==> src/rtl/icache_responder_pkg.sv <==
// Shared types and helpers for the instruction cache responder.
// Latency: n/a (package only).
// Backpressure: n/a (package only).
//
// Contents: FSM state enum, the NOP instruction constant, and the
// address-field width helpers derived from NUM_LINES / LINE_WORDS.
package icache_responder_pkg;

    // LOOKUP : serve hits combinationally, detect misses
    // REFILL : one outstanding line request to memory
    // FILL   : bubble cycle so the new line is read back from the arrays
    typedef enum logic [1:0] {
        LOOKUP = 2'd0,
        REFILL = 2'd1,
        FILL   = 2'd2
    } state_t;

    // addi x0, x0, 0 -- issued whenever ihit is low
    localparam logic [31:0] NOP_INSTR = 32'h0000_0013;

    // Word-within-line offset field width (pc[OFF+1:2]).
    function automatic int offset_bits(input int line_words);
        return $clog2(line_words);
    endfunction

    // Line index field width, directly above the offset field.
    function automatic int index_bits(input int num_lines);
        return $clog2(num_lines);
    endfunction

    // Everything above index and offset (pc[1:0] is never stored).
    function automatic int tag_bits(input int num_lines, input int line_words);
        return 32 - 2 - offset_bits(line_words) - index_bits(num_lines);
    endfunction

endpackage

==> src/rtl/icache_tagram.sv <==
// Valid/tag/data storage for a direct-mapped read-only cache.
// Latency: read port is combinational; write and flush take effect at the next edge.
// Backpressure: none; writes and flushes are always accepted.
//
// Ports:
//   clk, reset            clock, async active-high reset (clears valid bits only)
//   i_rd_idx              line index to read
//   o_rd_vld/tag/line     valid bit, stored tag and full line for i_rd_idx
//   i_wr_en/idx/tag/line  whole-line write; sets the line's valid bit
//   i_flush               clear every valid bit at the next edge (wins over a write)
module icache_tagram
    import icache_responder_pkg::*;
#(
    parameter  int NUM_LINES  = 4,
    parameter  int LINE_WORDS = 4,
    localparam int IDX_W      = index_bits(NUM_LINES),
    localparam int TAG_W      = tag_bits(NUM_LINES, LINE_WORDS),
    localparam int LINE_W     = 32 * LINE_WORDS
) (
    input  logic              clk,
    input  logic              reset,
    input  logic [IDX_W-1:0]  i_rd_idx,
    output logic              o_rd_vld,
    output logic [TAG_W-1:0]  o_rd_tag,
    output logic [LINE_W-1:0] o_rd_line,
    input  logic              i_wr_en,
    input  logic [IDX_W-1:0]  i_wr_idx,
    input  logic [TAG_W-1:0]  i_wr_tag,
    input  logic [LINE_W-1:0] i_wr_line,
    input  logic              i_flush
);

    logic [NUM_LINES-1:0] r_vld;
    logic [TAG_W-1:0]     r_tag  [NUM_LINES];
    logic [LINE_W-1:0]    r_data [NUM_LINES];

    // Valid bits are the only reset state; tags and data are don't-care
    // until their valid bit is set.
    always_ff @(posedge clk or posedge reset) begin
        if (reset) begin
            r_vld <= '0;
        end else if (i_flush) begin
            r_vld <= '0;
        end else if (i_wr_en) begin
            r_vld[i_wr_idx] <= 1'b1;
        end
    end

    always_ff @(posedge clk) begin
        if (i_wr_en) begin
            r_tag[i_wr_idx]  <= i_wr_tag;
            r_data[i_wr_idx] <= i_wr_line;
        end
    end

    assign o_rd_vld  = r_vld[i_rd_idx];
    assign o_rd_tag  = r_tag[i_rd_idx];
    assign o_rd_line = r_data[i_rd_idx];

endmodule

==> src/rtl/icache_responder.sv <==
// Instruction-side responder: direct-mapped read-only cache with whole-line refill.
// Latency: hit is combinational from pc; miss in cycle N -> mem_req in N+1 -> mem_valid in M -> ihit at M+2.
// Backpressure: ihit=0 stalls fetch during REFILL/FILL; mem_req is held until the one-cycle mem_valid pulse.
//
// Ports:
//   clk, reset   clock, async active-high reset
//   pc           fetch address (pc[1:0] ignored)
//   flush        one-cycle pulse invalidating every line (fence.i)
//   ihit, instr  instruction valid qualifier and word (NOP when ihit=0)
//   mem_req      refill request, held until mem_valid
//   mem_addr     line-aligned refill address, stable while mem_req=1
//   mem_valid    one-cycle pulse, mem_rdata carries the full line (word 0 in LSBs)
//   hit_count, miss_count  saturating statistics, present only with ICACHE_STATS_EN
//
// Optional feature macro: ICACHE_STATS_EN.
module icache_responder
    import icache_responder_pkg::*;
#(
    parameter int          NUM_LINES  = 4,
    parameter int          LINE_WORDS = 4,
    // Reset vector of the core; recorded here only, no logic depends on it.
    parameter logic [31:0] RESET_PC   = 32'h0000_1000
) (
    input  logic                     clk,
    input  logic                     reset,
    input  logic [31:0]              pc,
    input  logic                     flush,
    output logic                     ihit,
    output logic [31:0]              instr,
    output logic                     mem_req,
    output logic [31:0]              mem_addr,
    input  logic                     mem_valid,
    input  logic [32*LINE_WORDS-1:0] mem_rdata
`ifdef ICACHE_STATS_EN
    ,
    output logic [31:0]              hit_count,
    output logic [31:0]              miss_count
`endif
);

    localparam int OFF_W  = offset_bits(LINE_WORDS);
    localparam int IDX_W  = index_bits(NUM_LINES);
    localparam int TAG_W  = tag_bits(NUM_LINES, LINE_WORDS);
    localparam int LINE_W = 32 * LINE_WORDS;

    // Elaboration-time sanity checks on the geometry.
    if ((NUM_LINES < 2) || ((NUM_LINES & (NUM_LINES - 1)) != 0)) begin : g_chk_lines
        $error("icache_responder: NUM_LINES must be a power of 2 and at least 2");
    end
    if ((LINE_WORDS < 2) || ((LINE_WORDS & (LINE_WORDS - 1)) != 0)) begin : g_chk_words
        $error("icache_responder: LINE_WORDS must be a power of 2 and at least 2");
    end
    if (TAG_W < 1) begin : g_chk_tag
        $error("icache_responder: geometry leaves no tag bits");
    end
    if (RESET_PC[1:0] != 2'b00) begin : g_chk_rpc
        $error("icache_responder: RESET_PC must be word aligned");
    end

    // ------------------------------------------------------------------
    // Registers
    // ------------------------------------------------------------------
    state_t      r_state;
    logic [31:0] r_miss_addr;   // line-aligned, drives mem_addr directly
    logic        r_flush_pend;  // flush seen while a refill was in flight

    // ------------------------------------------------------------------
    // Wires
    // ------------------------------------------------------------------
    state_t              w_state_nxt;
    logic [OFF_W-1:0]    w_off;
    logic [IDX_W-1:0]    w_idx;
    logic [TAG_W-1:0]    w_tag;
    logic                w_rd_vld;
    logic [TAG_W-1:0]    w_rd_tag;
    logic [LINE_W-1:0]   w_rd_line;
    logic [31:0]         w_rd_word;
    logic                w_lookup_hit;
    logic                w_miss;
    logic                w_wr_en;
    logic                w_flush_all;
    logic [IDX_W-1:0]    w_wr_idx;
    logic [TAG_W-1:0]    w_wr_tag;
    logic                w_unused_pc_lsb;

    // Address split of the fetch PC.
    assign w_off = pc[2 +: OFF_W];
    assign w_idx = pc[2 + OFF_W +: IDX_W];
    assign w_tag = pc[31 -: TAG_W];

    // Byte-offset bits never reach the cache.
    assign w_unused_pc_lsb = &{1'b0, pc[1:0]};

    // Refill target comes from the latched miss address, not the live pc,
    // so pc may wander while the request is outstanding.
    assign w_wr_idx = r_miss_addr[2 + OFF_W +: IDX_W];
    assign w_wr_tag = r_miss_addr[31 -: TAG_W];

    icache_tagram #(
        .NUM_LINES  (NUM_LINES),
        .LINE_WORDS (LINE_WORDS)
    ) u_tagram (
        .clk       (clk),
        .reset     (reset),
        .i_rd_idx  (w_idx),
        .o_rd_vld  (w_rd_vld),
        .o_rd_tag  (w_rd_tag),
        .o_rd_line (w_rd_line),
        .i_wr_en   (w_wr_en),
        .i_wr_idx  (w_wr_idx),
        .i_wr_tag  (w_wr_tag),
        .i_wr_line (mem_rdata),
        .i_flush   (w_flush_all)
    );

    assign w_lookup_hit = w_rd_vld && (w_rd_tag == w_tag);
    assign w_rd_word    = w_rd_line[{w_off, 5'd0} +: 32];

    // ------------------------------------------------------------------
    // FSM: next state and outputs
    // ------------------------------------------------------------------
    always_comb begin
        w_state_nxt = r_state;
        ihit        = 1'b0;
        instr       = NOP_INSTR;
        w_miss      = 1'b0;
        w_wr_en     = 1'b0;
        w_flush_all = 1'b0;

        case (r_state)
            LOOKUP: begin
                if (w_lookup_hit) begin
                    ihit  = 1'b1;
                    instr = w_rd_word;
                end else begin
                    w_miss      = 1'b1;
                    w_state_nxt = REFILL;
                end
                // Cleared at the edge; this cycle still answers from the old contents.
                w_flush_all = flush;
            end
            REFILL: begin
                // mem_valid is only meaningful here; anywhere else it is dropped.
                if (mem_valid) begin
                    w_wr_en     = 1'b1;
                    w_state_nxt = FILL;
                end
            end
            FILL: begin
                // Any flush seen during the refill (or right now) lands as we
                // re-enter LOOKUP, wiping the freshly written line as well.
                w_flush_all = r_flush_pend || flush;
                w_state_nxt = LOOKUP;
            end
            default: begin
                w_state_nxt = LOOKUP;
            end
        endcase
    end

    // ------------------------------------------------------------------
    // FSM: state register, miss latch, deferred flush
    // ------------------------------------------------------------------
    always_ff @(posedge clk or posedge reset) begin
        if (reset) begin
            r_state      <= LOOKUP;
            r_miss_addr  <= '0;
            r_flush_pend <= 1'b0;
        end else begin
            r_state <= w_state_nxt;

            if (w_miss) begin
                r_miss_addr <= {pc[31:2 + OFF_W], {(OFF_W + 2){1'b0}}};
            end

            if (r_state == FILL) begin
                r_flush_pend <= 1'b0;
            end else if ((r_state == REFILL) && flush) begin
                r_flush_pend <= 1'b1;
            end
        end
    end

    // Straight from the state register so reset drops the request asynchronously.
    assign mem_req  = (r_state == REFILL);
    assign mem_addr = r_miss_addr;

`ifdef ICACHE_STATS_EN
    // ------------------------------------------------------------------
    // Saturating hit/miss statistics; flush does not touch them.
    // ------------------------------------------------------------------
    logic [31:0] r_hit_cnt;
    logic [31:0] r_miss_cnt;

    always_ff @(posedge clk or posedge reset) begin
        if (reset) begin
            r_hit_cnt  <= '0;
            r_miss_cnt <= '0;
        end else begin
            if (ihit && (r_hit_cnt != 32'hFFFF_FFFF)) begin
                r_hit_cnt <= r_hit_cnt + 32'd1;
            end
            if (w_miss && (r_miss_cnt != 32'hFFFF_FFFF)) begin
                r_miss_cnt <= r_miss_cnt + 32'd1;
            end
        end
    end

    assign hit_count  = r_hit_cnt;
    assign miss_count = r_miss_cnt;
`endif

endmodule

==> config.mk <==
export PLATFORM = sky130hd
export DESIGN_NAME = icache_responder
export DESIGN_NICKNAME = d
export VERILOG_FILES = /design/src/rtl/icache_responder_pkg.sv /design/src/rtl/icache_tagram.sv /design/src/rtl/icache_responder.sv
export SDC_FILE = /design/constraint.sdc
export NUM_CORES = 1
export LEC_CHECK = 0
export ABC_AREA = 1
export ABC_CLOCK_PERIOD_IN_PS = 14990
export CAP_MARGIN = 20
export CORE_UTILIZATION = 58
export CTS_CLUSTER_SIZE = 12
export DETAILED_ROUTE_END_ITERATION = 7
export GPL_TIMING_DRIVEN = 0
export PLACE_DENSITY = 0.79
export SYNTH_ARGS = -nofsm -noshare
export SYNTH_HDL_FRONTEND = slang
export SYNTH_SLANG_ARGS = --single-unit
==> constraint.sdc <==
create_clock -name clk -period 14.99 [get_ports clk]
set_clock_uncertainty 0.05 [all_clocks]
set_input_delay 2.998 -clock clk [delete_from_list [all_inputs] [get_ports clk]]
set_output_delay 2.998 -clock clk [all_outputs]
set_load 0.01 [all_outputs]
Word level (Yosys, flattened, before mapping)
Memories as Yosys holds them, arrays and structs flattened.
Index checks and enable logic that the tools add are counted.
- magnitude comparators: 3
- equality and inequality tests: 5
- shift operators: 1
- muxes and demuxes: 22
- bitwise gates (word level): 1
- reductions and logical operators: 8
- operators by type and width (cell ; number):
    128-bit by 8-bit indexed part select with 32-bit output ; 1
    32-bit 2-to-1 mux ; 2
    26-bit == test ; 1
    1-bit 2-to-1 mux ; 12
    4-bit 2-to-1 mux ; 2
    2-bit by 3-bit < comparator with 1-bit output, second input constant ; 2
    2-bit 2-to-1 mux ; 2
    4-bit OR ; 1
    2-bit case mux with 2 select lines ; 1
    2-bit nonzero test ; 2
    1-bit logical AND ; 3
    1-bit binary-select mux with 2-bit select ; 1
    1-bit demux with 2-bit select ; 1
    2-bit by 1-bit == test with 1-bit output, second input constant ; 1
    2-bit == test, second input constant ; 1
    2-bit by 1-bit greater-or-equal comparator with 1-bit output, second input constant ; 1
    2-bit logical NOT ; 1
    2-bit by 1-bit != test with 1-bit output, second input constant ; 1
    2-bit != test, second input constant ; 1
    1-bit case mux with 2 select lines ; 1
    2-bit AND reduction ; 1
    1-bit logical OR ; 1
- register bits: 35
- bits in writable memories: 616
- input bits: 164
- output and inout port bits: 66
- logic and storage cells: 46
- memories kept: 2
- memories (name ; depth ; width ; read ports ; clocked after Yosys merged registers in ; wr ports ; line ; RTL):
    u_tagram.r_data ; 4 ; 128 ; 1 ; 0 ; 1 ; icache_tagram.sv:35 ; logic [LINE_W-1:0] r_data [NUM_LINES];
    u_tagram.r_tag ; 4 ; 26 ; 1 ; 0 ; 1 ; icache_tagram.sv:34 ; logic [TAG_W-1:0] r_tag [NUM_LINES];

Logic depth before layout (Yosys ltp)
Gate-level depths: netlist of the first run.
- word-level depth: 7
- gate-level depth with buffers: 18
- gate-level depth less buffers: 14

By module
Synthesis of the first run repeated with hierarchy kept, for this count alone.
- cells, all modules: 3013
- area, all modules: 29254.3 µm²
- by module, submodules not included (module ; times used ; cells each ; area each (µm²) ; seq. area each (µm²)):
    icache_tagram ; 1 ; 2446 ; 26221.4 ; 18597.8
    icache_responder ; 1 ; 567 ; 3032.9 ; 775.7

Worst setup path before layout of the first run
No wires, ideal clock.
- path kind: input-to-reg
- from: input mem_valid
- to: memory u_tagram.r_data[2][0] (netlist name) (enable)
- library setup time: 0.860 ns
- arrival: 13.549 ns
- data required time: 14.080 ns
- setup slack: 0.531 ns
- stages: 2
- path buffers: 0
- cell sequence: nand2_1 -> nor3_1
- longest elaborated chain between the ends: 4
- RTL lines (item ; line ; RTL):
    start, declared ; icache_responder.sv:32 ; input logic mem_valid,
    1-bit 2-to-1 mux ; icache_responder.sv:144 ; if (mem_valid) begin
    1-bit 2-to-1 mux ; icache_responder.sv:130 ; case (r_state)
    1-bit 2-to-1 mux ; icache_tagram.sv:50 ; if (i_wr_en) begin
    1-bit 2-to-1 mux (implied by the code) ; icache_tagram.sv:52 ; r_data[i_wr_idx] <= i_wr_line;
    end, declared ; icache_tagram.sv:35 ;
No other way between the ends.

Worst setup path after layout of the first run
- from: input pc[5]
- to: output instr[11]
- longest elaborated chain between the ends: 5
- elaborated cells on any way between the ends: 9
- classes of those cells: 1 x eq/ne; 1 x shift; 4 x mux; 1 x reduce/logical; 2 x memory
- RTL lines (item ; line ; RTL):
    start, declared ; icache_responder.sv:26 ; input logic [31:0] pc,
    branches (longest 3 deep; another with memory read 4 x 128 bit) ; -- ;
    32-bit 2-to-1 mux * ; icache_responder.sv:132 ; if (w_lookup_hit) begin
    32-bit 2-to-1 mux * ; icache_responder.sv:130 ;
    end, declared ; icache_responder.sv:29 ; output logic [31:0] instr,
Mark *: on every way between the ends. The select of a mux whose other input is x is not followed.

==> impl_metrics.csv, run 1 <==
group,metric,value,unit
critical_path,rrSetupSlack,11.57,ns
synth,yosysMostFrequentCell,"edfxtp_1",
place,hpwl,50.94,mm
synth,synth_edf_count,616,
synth,yosys-top-cells-count,"edfxtp_1, nand2_1, nor2_1",
critical_path,slowest_stage,"buf_1",
run,max_cap_violations,0,
clock_network,cts_resized,0,
synth,synth_cells,2123,
clock_network,cts_hold_buffers,0,
clock_network,cts_sinks,651,
timing,relSlewSlack,35.79,%
synth,ys_types,25,
critical_path,arrival,6.97,ns
hold_path,min_from,"u_tagram.r_vld[3]",
timing,rsz0062_at_grt,"no",
detailed_routing,viasPerCell,6.159,
synth,syn_area_per_cell,12.26,um2
place,io_buffers,221,
critical_path,crit_path_start,"pc[5]",
hold_path,hp-class,"register to register",
critical_path,worstPathRequired,11.94,ns
floorplanning,die_x,213.9,um
detailed_routing,finalWirelength,75.14,mm
synth,ys_seq_elements,651,
pwr,vdd_drop_max,0.00009632,V
detailed_routing,wl_per_cell,24.01,um
synth,syn_area,26030,um2
synth,yosys.area.top_type,"edfxtp_1",
timing,period_share,66.84,%
clock_network,cts-buffers-inserted,68,
timing,finalSetupViolCount,0,
synth,synth_area_leaders,"edfxtp_1, nand2_1, o21ai_0",
synth,async_flop_share,5.376,%
outcome,status,"completed",
floorplanning,start_util,58.87,%
clock_network,clock_latency,0.60,ns
critical_path,crit_path_cell_trace,"clkdlybuf4s50_1, inv_2, buf_2, buf_2, buf_1, clkbuf_1, o21ai_0, o22ai_1, nand2_1, nand3_1, nand2_1, nor2_1, clkdlybuf4s50_1",
critical_path,startpoint_type,"input pin",
global_route,grt.total_usage,32.91,%
place,routabilityCongestion,0.8984,
clock_network,root_buffer,"clkbuf_16",
synth,synth_flop_cell,"edfxtp_1",
timing,slew_violations,0,
floorplanning,core_area,44220,um2
critical_path,crit_path_end_kind,"output pin",
global_route,grt_pass1_wl,109.2,mm
detailed_routing,drc,0,
critical_path,crit-reg2reg-launch,"r_state[0]",
cells_and_area,fin_nets,2650,
cells_and_area,drive_above_1_share,8.030,%
synth,synth_seq_area_share,74.42,%
timing,min_period,10.02,ns
clock_network,cts_tree,"built",
global_route,antenna_found_initial,13,
clock_network,h-tree-depth,3,
pwr,powerDensity,149.5,nW/um2
floorplanning,rows,77,
cells_and_area,syn_to_final_growth,22.37,%
clock_network,clockBufferDepth,3,
detailed_routing,antenna_left,0,
global_route,grt_max_degree,36,
floorplanning,die_height,213.9,um
detailed_routing,firstDrtPassIters,7,
synth,synth_top_cell_area_share,71.05,%
clock_network,clk_pin_slew_worst_paths,0.06,ns
timing,hold_viol,0,
timing,worst_pin_slew,0.9579,ns
detailed_routing,vias,19280,
floorplanning,ios,230,
timing,clock.fmax,99.80,MHz
pwr,power_leakage,11.33,nW
clock_network,post_cts_buffers,0,
detailed_routing,first_iter_violations,3050,
critical_path,slowest_delay,0.72,ns
global_route,grt_pass1_vias,18370,
timing,whs,0.4588,ns
timing,tns,0,ns
synth,yosys_warnings,0,
floorplanning,die_area,45740,um2
global_route,grt_overflow,0,
critical_path,criticalPathCategory,"input pin to output pin",
critical_path,cp_max_fo,10,
layout make-up:
type | instances | area, um2
inverters | 35 | 131.4
flip-flops and latches | 651 | 19370
clock inverters | 17 | 128.9
repair buffers | 290 | 3012
fillers | 2840 | 12360
well taps | 592 | 740.7
clock buffers | 95 | 1886
diodes | 10 | 25.02
multi-input cells | 1302 | 5947
plain buffers | 138 | 613.1
flip-flops by register name (all words and copies together), names as in the netlist:
signal,flops
u_tagram.r_tag,104
r_flush_pend,1
u_tagram.r_vld,4
mem_addr,28
r_state,2
u_tagram.r_data,512
final timing paths:
check	endpoint	depth (start not counted)
worst min register to register	u_tagram.r_vld[3]	2
max in group asynchronous	mem_addr[4]	2
worst min-delay path	u_tagram.r_vld[3]	2
worst max-delay path	instr[11]	13
worst max register to register	u_tagram.r_data[2][15]	10
min in group asynchronous	mem_addr[27]	2
kinds of logic (layout without fill, tap and decap cells):
group / Yosys count / count (layout) / synth area share, %
flops: 651 / 651 / 74.42
simple gates: 908 / 908 / 14.07
compound gates: 390 / 390 / 8.641
other cells: 1 / 14 / 0.01440
buf+inv: 173 / 575 / 2.860
per-stage QoR:
| step | setup slack, ns | total power, mW | area [um2] | std cells | utilization [%] |
|---|---|---|---|---|---|
| floorplan | 0.5313 | 2.860 | 26050 | 2126 | - |
| global placement | -8.404 | 3.246 | 29000 | 2939 | 65.57 |
| detailed placement | 5.106 | 3.207 | 29820 | 3008 | 67.43 |
| CTS | 5.080 | 4.745 | 31830 | 3120 | 71.98 |
| global route | 4.916 | 4.897 | 31850 | 3126 | 72.02 |
| finish | 4.970 | 4.762 | 31860 | 3130 | 72.04 |
power by group:
part	switching [mW]	internal, mW
Combinational	0.485	0.283
Sequential	0.115	2.31
Clock	0.677	0.892
layer usage:
layer  up-vias  share of wire (%)  global-route usage (%)
li1       8380                  -                       -
met1      9245                 36                   43.65
met2      1439                 48                   52.83
met3       205                 12                   6.429
met4         8                3.8                   15.54
met5         -              0.067                       0
worst max-delay path: cells and delay by family:
kind                   cells  cell delay [ns]
buffers and inverters      7             2.93
AND/OR/NAND/NOR            4             0.61
AO/OA/AOI/OAI              2             0.43
cell usage in the layout, fill, tap and decap left out, types with 9 or more instances in the layout:
| cell | count |
|---|---|
| clkbuf_1 | 109 |
| o22ai_1 | 100 |
| nand3_1 | 148 |
| inv_1 | 31 |
| dfrtp_1 | 35 |
| clkbuf_16 | 70 |
| clkdlybuf4s50_1 | 221 |
| buf_1 | 10 |
| o211ai_1 | 18 |
| a32o_1 | 18 |
| nor2_1 | 280 |
| a21oi_1 | 19 |
| o21ai_0 | 223 |
| diode_2 | 10 |
| buf_8 | 9 |
| nand2_1 | 455 |
| nand3b_1 | 11 |
| buf_4 | 11 |
| o221ai_1 | 10 |
| buf_2 | 28 |
| buf_6 | 61 |
| edfxtp_1 | 616 |
No activity file was read; power rests on OpenSTA's default activity.
==> inputs of run 2 (changes only) <==
ABC_CLOCK_PERIOD_IN_PS = 9280   (was 14990)
clock period = 9.28 ns   (was 14.99 ns; I/O delays follow)
==> results of run 2 <==
The final DEF is identical to that of run 1. Status: completed.
Among the figures that moved: setup slack after placement 5.106 ns -> 1.680 ns; setup slack after layout 4.970 ns -> 1.544 ns; register-to-register setup slack 11.57 ns -> 5.86 ns; total power 4.762 mW -> 7.691 mW; worst IR drop on VDD 0.00009632 V -> 0.0001556 V
